--- src/rtl/pipe_stage_skid.sv ---
// Pipeline-stage register with valid/ready handshake, 2-entry skid buffer and registered in_ready.
// Optional stall-cycle counter enabled by defining PIPE_STAGE_SKID_PERF_EN.
module pipe_stage_skid #(
  parameter int DATA_W = 16,
  parameter int NUM_CH = 2,
  parameter int CTRL_W = 1
) (
  input  logic                     clk,
  input  logic                     rst_n,
  input  logic                     flush,
  input  logic                     in_valid,
  output logic                     in_ready,
  input  logic [NUM_CH*DATA_W-1:0] in_data,
  input  logic [CTRL_W-1:0]        in_ctrl,
  output logic                     out_valid,
  input  logic                     out_ready,
  output logic [NUM_CH*DATA_W-1:0] out_data,
  output logic [CTRL_W-1:0]        out_ctrl,
  output logic [15:0]              stall_cnt
);
  localparam int PW = NUM_CH * DATA_W;

  typedef enum logic [1:0] {EMPTY, HALF, FULL} state_t;

  state_t            state_q;
  logic [PW-1:0]     m_data_q, s_data_q;
  logic [CTRL_W-1:0] m_ctrl_q, s_ctrl_q;
  logic              valid_q, ready_q;
  logic              acc, dep;

  assign acc = in_valid & ready_q;
  assign dep = valid_q & out_ready;

  // valid_q/ready_q mirror the state so both handshake outputs come straight from flops.
  always_ff @(posedge clk) begin
    if (!rst_n) begin
      state_q  <= EMPTY;
      m_data_q <= '0;
      m_ctrl_q <= '0;
      s_data_q <= '0;
      s_ctrl_q <= '0;
      valid_q  <= 1'b0;
      ready_q  <= 1'b1;
    end else if (flush) begin
      state_q <= EMPTY;
      valid_q <= 1'b0;
      ready_q <= 1'b1;
    end else begin
      case (state_q)
        EMPTY: begin
          if (acc) begin
            state_q  <= HALF;
            m_data_q <= in_data;
            m_ctrl_q <= in_ctrl;
            valid_q  <= 1'b1;
            ready_q  <= 1'b1;
          end
        end
        HALF: begin
          if (acc && dep) begin
            m_data_q <= in_data;
            m_ctrl_q <= in_ctrl;
          end else if (acc) begin
            state_q  <= FULL;
            s_data_q <= in_data;
            s_ctrl_q <= in_ctrl;
            ready_q  <= 1'b0;
          end else if (dep) begin
            state_q <= EMPTY;
            valid_q <= 1'b0;
          end
        end
        FULL: begin
          if (dep) begin
            state_q  <= HALF;
            m_data_q <= s_data_q;
            m_ctrl_q <= s_ctrl_q;
            ready_q  <= 1'b1;
          end
        end
        default: begin
          state_q <= EMPTY;
          valid_q <= 1'b0;
          ready_q <= 1'b1;
        end
      endcase
    end
  end

  assign out_valid = valid_q;
  assign in_ready  = ready_q;
  assign out_data  = m_data_q;
  // Bubbles must never carry an asserted control bit downstream.
  assign out_ctrl  = m_ctrl_q & {CTRL_W{valid_q}};

`ifdef PIPE_STAGE_SKID_PERF_EN
  logic [15:0] stall_q, stall_d;

  always_comb begin
    stall_d = stall_q;
    if (valid_q && !out_ready && !flush && (stall_q != 16'hFFFF))
      stall_d = stall_q + 16'd1;
  end

  always_ff @(posedge clk) begin
    if (!rst_n) stall_q <= 16'h0000;
    else        stall_q <= stall_d;
  end

  assign stall_cnt = stall_q;
`else
  assign stall_cnt = 16'h0000;
`endif

endmodule

--- config.mk ---
export PLATFORM = sky130hd
export DESIGN_NAME = pipe_stage_skid
export DESIGN_NICKNAME = d
export VERILOG_FILES = /design/src/rtl/pipe_stage_skid.sv
export SDC_FILE = /design/constraint.sdc
export NUM_CORES = 1
export LEC_CHECK = 0
export BUFFER_PORTS_ARGS = -buffer_cell sky130_fd_sc_hd__buf_2
export CAP_MARGIN = 25
export CORE_AREA = 2 2 97 99
export DETAILED_ROUTE_END_ITERATION = 8
export DIE_AREA = 0 0 99 101
export PLACE_DENSITY = 0.63
export SYNTH_ARGS = -nofsm -noshare
export SYNTH_HDL_FRONTEND = slang
export SYNTH_SLANG_ARGS = --single-unit
--- constraint.sdc ---
create_clock -name clk -period 4.2 [get_ports clk]
set_input_delay 0.42 -clock clk [delete_from_list [all_inputs] [get_ports clk]]
set_output_delay 0.42 -clock clk [all_outputs]
set_load 0.005 [all_outputs]
==> impl_metrics.env, run 1 <==
export IMPL_tightest_pin_transition_ns=0.995
export IMPL_worst_setup_path_end_kind="flop"
export IMPL_slack_of_the_worst_reg_to_reg_path_ns=1.91
export IMPL_drt_pass1_iterations=4
export IMPL_htreeDepth=3
export IMPL_worst_r2r_path_depth=3
export IMPL_setup_viol=0
export IMPL_weighted_congestion_reported_at_the_end_of_routability_driven_placement=0.848
export IMPL_num_fill_cells=885
export IMPL_layout_area_overhead_vs_synth_pct=12.9
export IMPL_floorplan_initialDensity_pct=39.0
export IMPL_hpwlAfterDp_mm=5.42
export IMPL_fin_util_pct=44.0
export IMPL_wirelength_mm=8.97
export IMPL_place_port_buffers=72
export IMPL_cts_hold_buffers_added=0
export IMPL_detail_route_wl_per_cell_um=17.3
export IMPL_cp_slowest_stage_delay_ns=0.93
export IMPL_dp_worst_setup_slack_ns=1.82
export IMPL_netlist_area_leader_share_pct=40.0
export IMPL_clock_tree_buffer_depth=2
export IMPL_post_synth_cell_area_avg_um2=9.78
export IMPL_die_area_um2=10000
export IMPL_timing_critical_path_fanout_max=67
export IMPL_tritoncts="yes"
export IMPL_synthMostInstantiatedCell="sky130_fd_sc_hd__dfxtp_1"
export IMPL_antenna_violations_before_repair=0
export IMPL_timing_final_ws_setup_ns=1.91
export IMPL_worstHoldEndpoint="s_data_q[25]"
export IMPL_final_hold_viol_count=0
export IMPL_design_core_area_um2=8980
export IMPL_die_h_um=101
export IMPL_global_route_wire_length_before_repair_mm=14.6
export IMPL_post_cts_setup_driven_buffer_insertion_count=0
export IMPL_grt_start_max_net_pins=68
export IMPL_cp_cell_sequence="and4bb_4 -> a22o_4 -> a211oi_2"
export IMPL_num_vias=2985
export IMPL_num_nets_final=440
export IMPL_share_of_cells_above_drive_strength_1_pct=31.8
export IMPL_power_ir_vdd_worst_uv=302
export IMPL_clockRootBuffer="sky130_fd_sc_hd__clkbuf_8"
export IMPL_cp_data_arrival_time_ns=2.47
export IMPL_slew_violations=0
export IMPL_number_of_enable_type_register_cells_in_the_synthesized_netlist=0
export IMPL_i_o_pins=89
export IMPL_fin_crit_ns=2.29
export IMPL_drt_antenna_violating_nets=0
export IMPL_synthTopCellsByArea="sky130_fd_sc_hd__dfxtp_1 (40%), sky130_fd_sc_hd__a211oi_2 (11%), sky130_fd_sc_hd__mux2i_1 (9.4%)"
export IMPL_antenna_cells_inserted=0
export IMPL_main_flop_type_after_synthesis="sky130_fd_sc_hd__dfxtp_1"
export IMPL_clk_insertion_delay_late_ns=0.34
export IMPL_worstSetupPathType="reg2reg"
export IMPL_globalRoute_totalOverflow=0
export IMPL_yosysWarningCount=0
export IMPL_timing_critical_path_from_type="flop"
export IMPL_setup_repair_after_global_routing_missed_its_margin="false"
export IMPL_cell_area_after_synthesis_um2=3500
export IMPL_viasPerCell=5.77
export IMPL_slew_headroom_pct=33.5
export IMPL_max_cap_violations=0
export IMPL_clkTransAtPathRegs_ns=0.07
export IMPL_fmax_mhz=436
export IMPL_worstPathRequired_ns=4.38
export IMPL_holdCritStartpoint="in_data[25]"
export IMPL_cts_buffers_inserted=9
export IMPL_fin_tns_setup_ns=0
export IMPL_power_per_cell_area_nw_per_um2=377
export IMPL_report_power_total_mw=1.49
export IMPL_floorplan_die_width_um=99
export IMPL_regToRegStartpoint="state_q[1]"
export IMPL_synth_largest_area_cell="sky130_fd_sc_hd__dfxtp_1"
export IMPL_post_synth_num_cell_types=34
export IMPL_ys_seq_area_share_pct=40.0
export IMPL_drt_iter0_drc=198
export IMPL_layout_worst_path_cycle_share_pct=54.6
export IMPL_critical_path_reg2reg_endpoint="out_data[27]"
export IMPL_timing_hold_worst_class="in2reg"
export IMPL_cts_resized=0
export IMPL_cpMaxStageDelayCell="sky130_fd_sc_hd__and4bb_4"
export IMPL_synthTopCellsByCount="sky130_fd_sc_hd__dfxtp_1 (70), sky130_fd_sc_hd__a21oi_1 (37), sky130_fd_sc_hd__a221oi_1 (34), sky130_fd_sc_hd__nand3_1 (34), sky130_fd_sc_hd__mux2i_1 (33)"
export IMPL_synthesis_instances=358
export IMPL_ys_ff_latch=70
export IMPL_status="finished clean"
export IMPL_grt_pass1_vias=2739
export IMPL_std_cell_rows=35
export IMPL_leakage_nw=1.69
export IMPL_post_route_drc_count=0
export IMPL_timing_clock_skew_ns=0.00780
export IMPL_area_of_combinational_cells_with_multiple_inputs_um2=1790
export IMPL_grtUsageTotal_pct=18.3
export IMPL_clock_sinks=70
export IMPL_postSynth_asyncResetShare_pct=0
export IMPL_hold_depth=3
export IMPL_seq_area_um2=1400
sequential cells by signal (all words and copies together) (netlist names):
register / count
out_data: 32
s_data_q: 32
state_q: 2
in_ready: 1
m_ctrl_q: 1
out_valid: 1
s_ctrl_q: 1
kinds of logic after synthesis:
kind of cell	count (synthesis)	share of synthesized area (%)
mux	33	9.44
buf+inv	63	10.8
compound gates	146	32.3
other cells	1	0.107
simple gates	45	7.37
flops	70	40.0
placed cells by master (no fill, tap or decap), drive strengths merged:
cell type  count
buf           78
dfxtp         70
a21oi         37
nand3         34
a221oi        34
a211oi        34
mux2i         33
o21ai         33
conb          16
clkbuf        10
clkinv         4
a21o           2
nand2          2
bufinv         2
inv            2
and2           1
and4bb         1
a21boi         1
nand4bb        1
a21bo          1
and4b          1
a22o           1
nand2b         1
nand3b         1
nand4          1
a2bb2oi        1
nand4b         1
o21ba          1
nor3b          1
o21bai         1
through the flow:
step                      area [µm²]  instances  hold slack [ns]
after detailed placement        3750        502            0.465
after CTS                       3950        517            0.322
after floorplan                 3560        373            0.453
after global placement          3750        502            0.459
after global routing            3950        517            0.328
final                           3950        517            0.333
critical path, delay by kind of cell (launching register included):
family | cells | cell delay, ns
simple gates | 1 | 0.93
compound gates | 2 | 0.76
flops | 1 | 0.42
cell type report:
type | count | area share [%]
multi-input combinational | 240 | 45.3
timing repair buffer | 78 | 10.3
sequential | 70 | 35.5
tap | 111 | 3.51
clock inverter | 5 | 1.90
clock buffer | 10 | 3.23
inverter | 3 | 0.285
per-layer routing:
metal / global-route usage, % / up-vias / part of all wire (%)
li1: - / 1417 / -
met1: 25.5 / 1464 / 45
met2: 28.5 / 97 / 48
met3: 4.65 / 7 / 6.0
met4: 4.11 / 0 / 1.0
met5: 0 / - / 0
power by group:
part	total, mW	internal [mW]	switching, mW
logic	0.207	0.0840	0.123
registers	0.713	0.693	0.0201
clock network	0.570	0.328	0.242
worst max-delay path by stage:
stage          startpoint            to  slack (ns)  depth (start not counted)
2_1_floorplan   out_ready  out_data[10]        2.67                          5
3_3_place_gp        flush   out_data[6]        1.84                          4
3_5_place_dp        flush  out_data[18]        1.82                          4
4_1_cts        state_q[1]  out_data[27]        1.93                          3
5_1_grt        state_q[1]  out_data[27]        1.77                          3
6_report       state_q[1]  out_data[27]        1.91                          3
No activity file was read; power rests on OpenSTA's default activity.
==> inputs of run 2 (changes only) <==
==> constraint.sdc (replaced) <==
create_clock -name clk -period 2.2 [get_ports clk]
set_input_delay 0.22 -clock clk [delete_from_list [all_inputs] [get_ports clk]]
set_output_delay 0.22 -clock clk [all_outputs]
set_load 0.005 [all_outputs]
==> run 2 against run 1 <==
Core utilization is 1.2 points higher. Combinational power is 100% higher. Final cell count rose by 2.1%. Critical endpoint is now m_ctrl_q. Register-to-register slack worse by 1.6 ns. Clock-buffer cell count grew 3. Die area did not move. Highest routed layer unchanged. Wire length is 3.9% higher. Critical path type unchanged. Power increased by 91%. Worst hold slack got worse by 0.20 ns. Design area increased by 2.8%. Clock skew shrank 0.0023 ns. Non-clock buffer count up 10.
==> impl_metrics.env, run 2 (synthesis results as in run 1) <==
export IMPL_worst_setup_path_end_kind="flop"
export IMPL_grt_start_max_net_pins=39
export IMPL_grt_pass1_vias=2853
export IMPL_post_route_drc_count=0
export IMPL_detail_route_wl_per_cell_um=17.7
export IMPL_htreeDepth=3
export IMPL_layout_area_overhead_vs_synth_pct=16.1
export IMPL_drt_iter0_drc=148
export IMPL_global_route_wire_length_before_repair_mm=15.0
export IMPL_num_fill_cells=869
export IMPL_viasPerCell=5.80
export IMPL_cpMaxStageDelayCell="sky130_fd_sc_hd__a22o_4"
export IMPL_timing_critical_path_from_type="flop"
export IMPL_power_per_cell_area_nw_per_um2=700
export IMPL_clk_insertion_delay_late_ns=0.34
export IMPL_commonest_non_fill_non_tap_cells_in_the_layout="sky130_fd_sc_hd__buf_2 (72), sky130_fd_sc_hd__dfxtp_1 (70), sky130_fd_sc_hd__a21oi_1 (37), sky130_fd_sc_hd__nand3_1 (34), sky130_fd_sc_hd__a221oi_1 (34)"
export IMPL_num_vias=3060
export IMPL_wirelength_mm=9.32
export IMPL_fmax_mhz=534
export IMPL_globalRoute_totalOverflow=0
export IMPL_cts_hold_buffers_added=0
export IMPL_antenna_cells_inserted=0
export IMPL_worstSetupPathType="reg2reg"
export IMPL_clock_tree_buffer_depth=2
export IMPL_clock_sinks=70
export IMPL_fin_crit_ns=1.87
export IMPL_floorplan_initialDensity_pct=39.0
export IMPL_slew_violations=0
export IMPL_die_area_um2=10000
export IMPL_postLayoutCellArea_um2=4060
export IMPL_timing_hold_worst_class="in2reg"
export IMPL_report_power_total_mw=2.85
export IMPL_layout_commonest_cell="sky130_fd_sc_hd__buf_2"
export IMPL_timing_final_ws_setup_ns=0.327
export IMPL_place_area_um2=3860
export IMPL_design_core_area_um2=8980
export IMPL_cp_cell_sequence="a21bo_2 -> a22o_4 -> a211oi_1"
export IMPL_status="finished clean"
export IMPL_drt_pass1_iterations=5
export IMPL_num_nets_final=450
export IMPL_cts_resized=0
export IMPL_i_o_pins=89
export IMPL_die_h_um=101
export IMPL_cts_buffers_inserted=9
export IMPL_antenna_violations_before_repair=0
export IMPL_floorplan_die_width_um=99
export IMPL_drt_antenna_violating_nets=0
export IMPL_max_cap_violations=0
export IMPL_tightest_pin_transition_ns=0.565
export IMPL_std_cell_rows=35
export IMPL_share_of_cells_above_drive_strength_1_pct=33.3
export IMPL_dp_worst_setup_slack_ns=0.331
export IMPL_leakage_nw=1.74
export IMPL_final_hold_viol_count=0
export IMPL_power_ir_vdd_worst_uv=410
export IMPL_clkTransAtPathRegs_ns=0.08
export IMPL_slew_headroom_pct=62.2
export IMPL_fin_tns_setup_ns=0
export IMPL_setup_repair_after_global_routing_missed_its_margin="false"
export IMPL_worstPathRequired_ns=2.40
export IMPL_cp_data_arrival_time_ns=2.07
export IMPL_hpwlAfterDp_mm=5.97
export IMPL_tritoncts="yes"
export IMPL_cp_slowest_stage_delay_ns=0.58
export IMPL_layout_worst_path_cycle_share_pct=85.1
export IMPL_place_port_buffers=72
export IMPL_grtUsageTotal_pct=18.9
export IMPL_timing_critical_path_fanout_max=33
export IMPL_setup_viol=0
export IMPL_weighted_congestion_reported_at_the_end_of_routability_driven_placement=0.820
export IMPL_clockRootBuffer="sky130_fd_sc_hd__clkbuf_8"
export IMPL_post_cts_setup_driven_buffer_insertion_count=0
export IMPL_timing_clock_skew_ns=0.00555
export IMPL_holdWs_ns=0.131
-- run 2: cell count changes in the layout (fill, tap and decap cells not counted), sizes merged --
cell / previous run / this run
buf: 78 / 88
clkbuf: 10 / 13
clkinv: 4 / 2
bufinv: 2 / 1
clkinvlp: 0 / 1
-- run 2: critical path: cells and delay by family, from the launching register on --
family | cells | cell delay, ns
AOI/OAI and AO/OA | 3 | 1.20
DFF | 1 | 0.52
-- run 2: per-stage QoR --
stage	std cells	utilization, %
3_3_place_gp	512	43.0
5_1_grt	528	45.3
4_1_cts	528	45.3
2_1_floorplan	373	-
6_report	528	45.3
3_5_place_dp	512	43.0
-- run 2: report_power, final --
| part | leakage, nW | total (mW) | switching (mW) | internal [mW] |
|---|---|---|---|---|
| Clock | 0.0996 | 1.07 | 0.480 | 0.585 |
| Sequential | 0.571 | 1.36 | 0.0398 | 1.32 |
| Combinational | 1.07 | 0.418 | 0.240 | 0.177 |
-- run 2: final timing paths --
path	startpoint	end	slack [ns]	depth (start not counted)
hold / removal	in_data[18]	s_data_q[18]	0.13	3
hold reg to reg	s_data_q[7]	s_data_q[7]	0.47	2
setup / recovery	out_valid	m_ctrl_q	0.33	3
setup reg to reg	out_valid	m_ctrl_q	0.33	3
-- run 2: area by class of cell --
cell class              instances  area [µm²]  area share [%]
inverters                       3        11.3           0.277
flip-flops and latches         70        1400            34.5
multi-input cells             240        1790            44.1
clock inverters                 3        42.5            1.05
repair buffers                 88         518            12.8
well taps                     111         139            3.42
clock buffers                  13         159            3.91
-- run 2: metal layers --
| layer | GRT usage (%) | routed length (µm) |
|---|---|---|
| met5 | 0 | 0 |
| met4 | 5.69 | 121 |
| met3 | 4.65 | 584 |
| met2 | 30.7 | 4540 |
| met1 | 24.9 | 4080 |
==> inputs of run 3 (changes only) <==
==> config.mk (replaced) <==
export PLATFORM = sky130hd
export DESIGN_NAME = pipe_stage_skid
export DESIGN_NICKNAME = d
export VERILOG_FILES = /design/src/rtl/pipe_stage_skid.sv
export SDC_FILE = /design/constraint.sdc
export NUM_CORES = 1
export LEC_CHECK = 0
export ABC_CLOCK_PERIOD_IN_PS = 2200
export BUFFER_PORTS_ARGS = -buffer_cell sky130_fd_sc_hd__buf_2
export CAP_MARGIN = 25
export CORE_AREA = 2 2 85 87
export DETAILED_ROUTE_END_ITERATION = 8
export DIE_AREA = 0 0 87 89
export PLACE_DENSITY = 0.77
export SYNTH_ARGS = -nofsm -noshare
export SYNTH_HDL_FRONTEND = slang
export SYNTH_SLANG_ARGS = --single-unit
==> run 3 against run 2 <==
Critical path depth grew 1. Clock skew fell by 0.00088 ns. Sequential power barely moved. Clock power increased by 12%. Register-to-register slack gained 0.02 ns. Via count up 1.0%. Flip-flop and latch count did not move. Critical path type unchanged.
==> impl_metrics.env, run 3 (synthesis results as in run 1) <==
export IMPL_status="finished clean"
export IMPL_post_route_drc_count=0
export IMPL_drt_antenna_violating_nets=0
export IMPL_place_port_buffers=72
export IMPL_seq_area_um2=1400
export IMPL_worstPathRequired_ns=2.41
export IMPL_hpwlAfterDp_mm=5.64
export IMPL_groute_layer_met2_usage_pct=37.0
export IMPL_htreeDepth=3
export IMPL_weighted_congestion_reported_at_the_end_of_routability_driven_placement=0.793
export IMPL_drt_iter0_drc=265
export IMPL_leakage_nw=1.75
export IMPL_cts_hold_buffers_added=0
export IMPL_tightest_pin_transition_ns=0.585
export IMPL_final_hold_viol_count=0
export IMPL_timing_critical_path_fanout_max=17
export IMPL_timing_critical_path_from_type="flop"
export IMPL_slack_of_the_worst_reg_to_reg_path_ns=0.35
export IMPL_clk_insertion_delay_late_ns=0.35
export IMPL_globalRoute_totalOverflow=0
export IMPL_drt_pass1_iterations=5
export IMPL_met3_usage_pct=8.13
export IMPL_clkTransAtPathRegs_ns=0.07
export IMPL_clockRootBuffer="sky130_fd_sc_hd__clkbuf_8"
export IMPL_area_of_combinational_cells_with_multiple_inputs_um2=1790
export IMPL_power_ir_vdd_worst_uv=446
export IMPL_placed_cells=480
export IMPL_design_core_area_um2=6720
export IMPL_layout_commonest_cell="sky130_fd_sc_hd__buf_2"
export IMPL_std_cell_rows=30
export IMPL_i_o_pins=89
export IMPL_die_h_um=89
export IMPL_die_area_um2=7740
export IMPL_fin_crit_ns=1.85
export IMPL_setup_repair_after_global_routing_missed_its_margin="false"
export IMPL_timing_clock_skew_ns=0.00468
export IMPL_clock_sinks=70
export IMPL_power_per_cell_area_nw_per_um2=737
export IMPL_max_cap_violations=0
export IMPL_slew_headroom_pct=61.0
export IMPL_busiest_layer="met2"
export IMPL_antenna_cells_inserted=0
export IMPL_floorplan_die_width_um=87
export IMPL_slew_violations=0
export IMPL_num_vias=3092
export IMPL_num_nets_final=449
export IMPL_worst_setup_path_end_kind="flop"
export IMPL_num_fill_cells=594
export IMPL_report_power_total_mw=2.97
export IMPL_grt_pass1_vias=2773
export IMPL_grt_start_max_net_pins=43
export IMPL_detail_route_wl_per_cell_um=17.8
export IMPL_layout_worst_path_cycle_share_pct=84.2
export IMPL_layout_area_overhead_vs_synth_pct=15.0
export IMPL_grtUsageTotal_pct=23.1
export IMPL_share_of_cells_above_drive_strength_1_pct=33.4
export IMPL_wirelength_mm=8.81
export IMPL_worstSetupPathType="reg2reg"
export IMPL_setup_viol=0
export IMPL_antenna_violations_before_repair=0
export IMPL_final_instance_count_excl_fill=496
export IMPL_cp_data_arrival_time_ns=2.06
export IMPL_global_route_usage_met1_pct=30.1
export IMPL_floorplan_initialDensity_pct=52.1
export IMPL_fmax_mhz=540
export IMPL_clock_tree_buffer_depth=2
export IMPL_global_route_wire_length_before_repair_mm=14.0
export IMPL_cts_buffers_inserted=9
export IMPL_tritoncts="yes"
export IMPL_timing_hold_worst_class="in2reg"
export IMPL_commonest_non_fill_non_tap_cells_in_the_layout="sky130_fd_sc_hd__buf_2 (72), sky130_fd_sc_hd__dfxtp_1 (70), sky130_fd_sc_hd__a21oi_1 (37), sky130_fd_sc_hd__nand3_1 (34), sky130_fd_sc_hd__a221oi_1 (34)"
export IMPL_post_cts_setup_driven_buffer_insertion_count=0
export IMPL_viasPerCell=6.23
export IMPL_fin_tns_setup_ns=0
export IMPL_cts_resized=0
run 3: metal layers:
layer | vias up | share of wire (%) | routed length (µm)
met1 | 1509 | 43 | 3790
met5 | - | 0 | 0
met4 | 0 | 1.1 | 94
li1 | 1448 | - | -
met3 | 11 | 7.1 | 628
met2 | 124 | 49 | 4300
run 3: worst max-delay path, stage by stage (launching register included):
cell and delay (ns):
sky130_fd_sc_hd__dfxtp_1 0.45, sky130_fd_sc_hd__nand2b_2 0.55, sky130_fd_sc_hd__buf_4 0.34, sky130_fd_sc_hd__mux2i_1 0.26, sky130_fd_sc_hd__a211oi_2 0.09
run 3: per-stage QoR:
| step | area [µm²] | util [%] | hold WS (ns) | worst slack [ns] |
|---|---|---|---|---|
| detailed placement | 3790 | 56.4 | 0.466 | 0.367 |
| floorplan | 3560 | - | 0.368 | 0.791 |
| CTS | 4020 | 59.9 | 0.117 | 0.338 |
| finish | 4020 | 59.9 | 0.133 | 0.348 |
| global placement | 3790 | 56.4 | 0.460 | 0.396 |
| global route | 4020 | 59.9 | 0.122 | 0.218 |
run 3: cell type report:
cell class,instances,area share (%)
Multi-Input combinational cell,240,44.5
Sequential cell,70,34.8
Timing Repair Buffer,87,12.1
Clock buffer,13,4.20
Tap cell,80,2.49
Clock inverter,3,1.62
Inverter,3,0.280
run 3: worst paths after layout:
path,from,end,cells past startpoint
setup / recovery,state_q[0],out_data[13],4
hold / removal,in_data[28],s_data_q[28],3
setup reg to reg,state_q[0],out_data[13],4
hold reg to reg,s_data_q[17],s_data_q[17],2
run 3: power breakdown:
group	total [mW]	internal, mW	switching [mW]	leakage, nW
registers	1.36	1.32	0.0347	0.571
clock network	1.20	0.730	0.470	0.120
logic	0.409	0.171	0.238	1.06
total	2.97	2.22	0.742	1.75
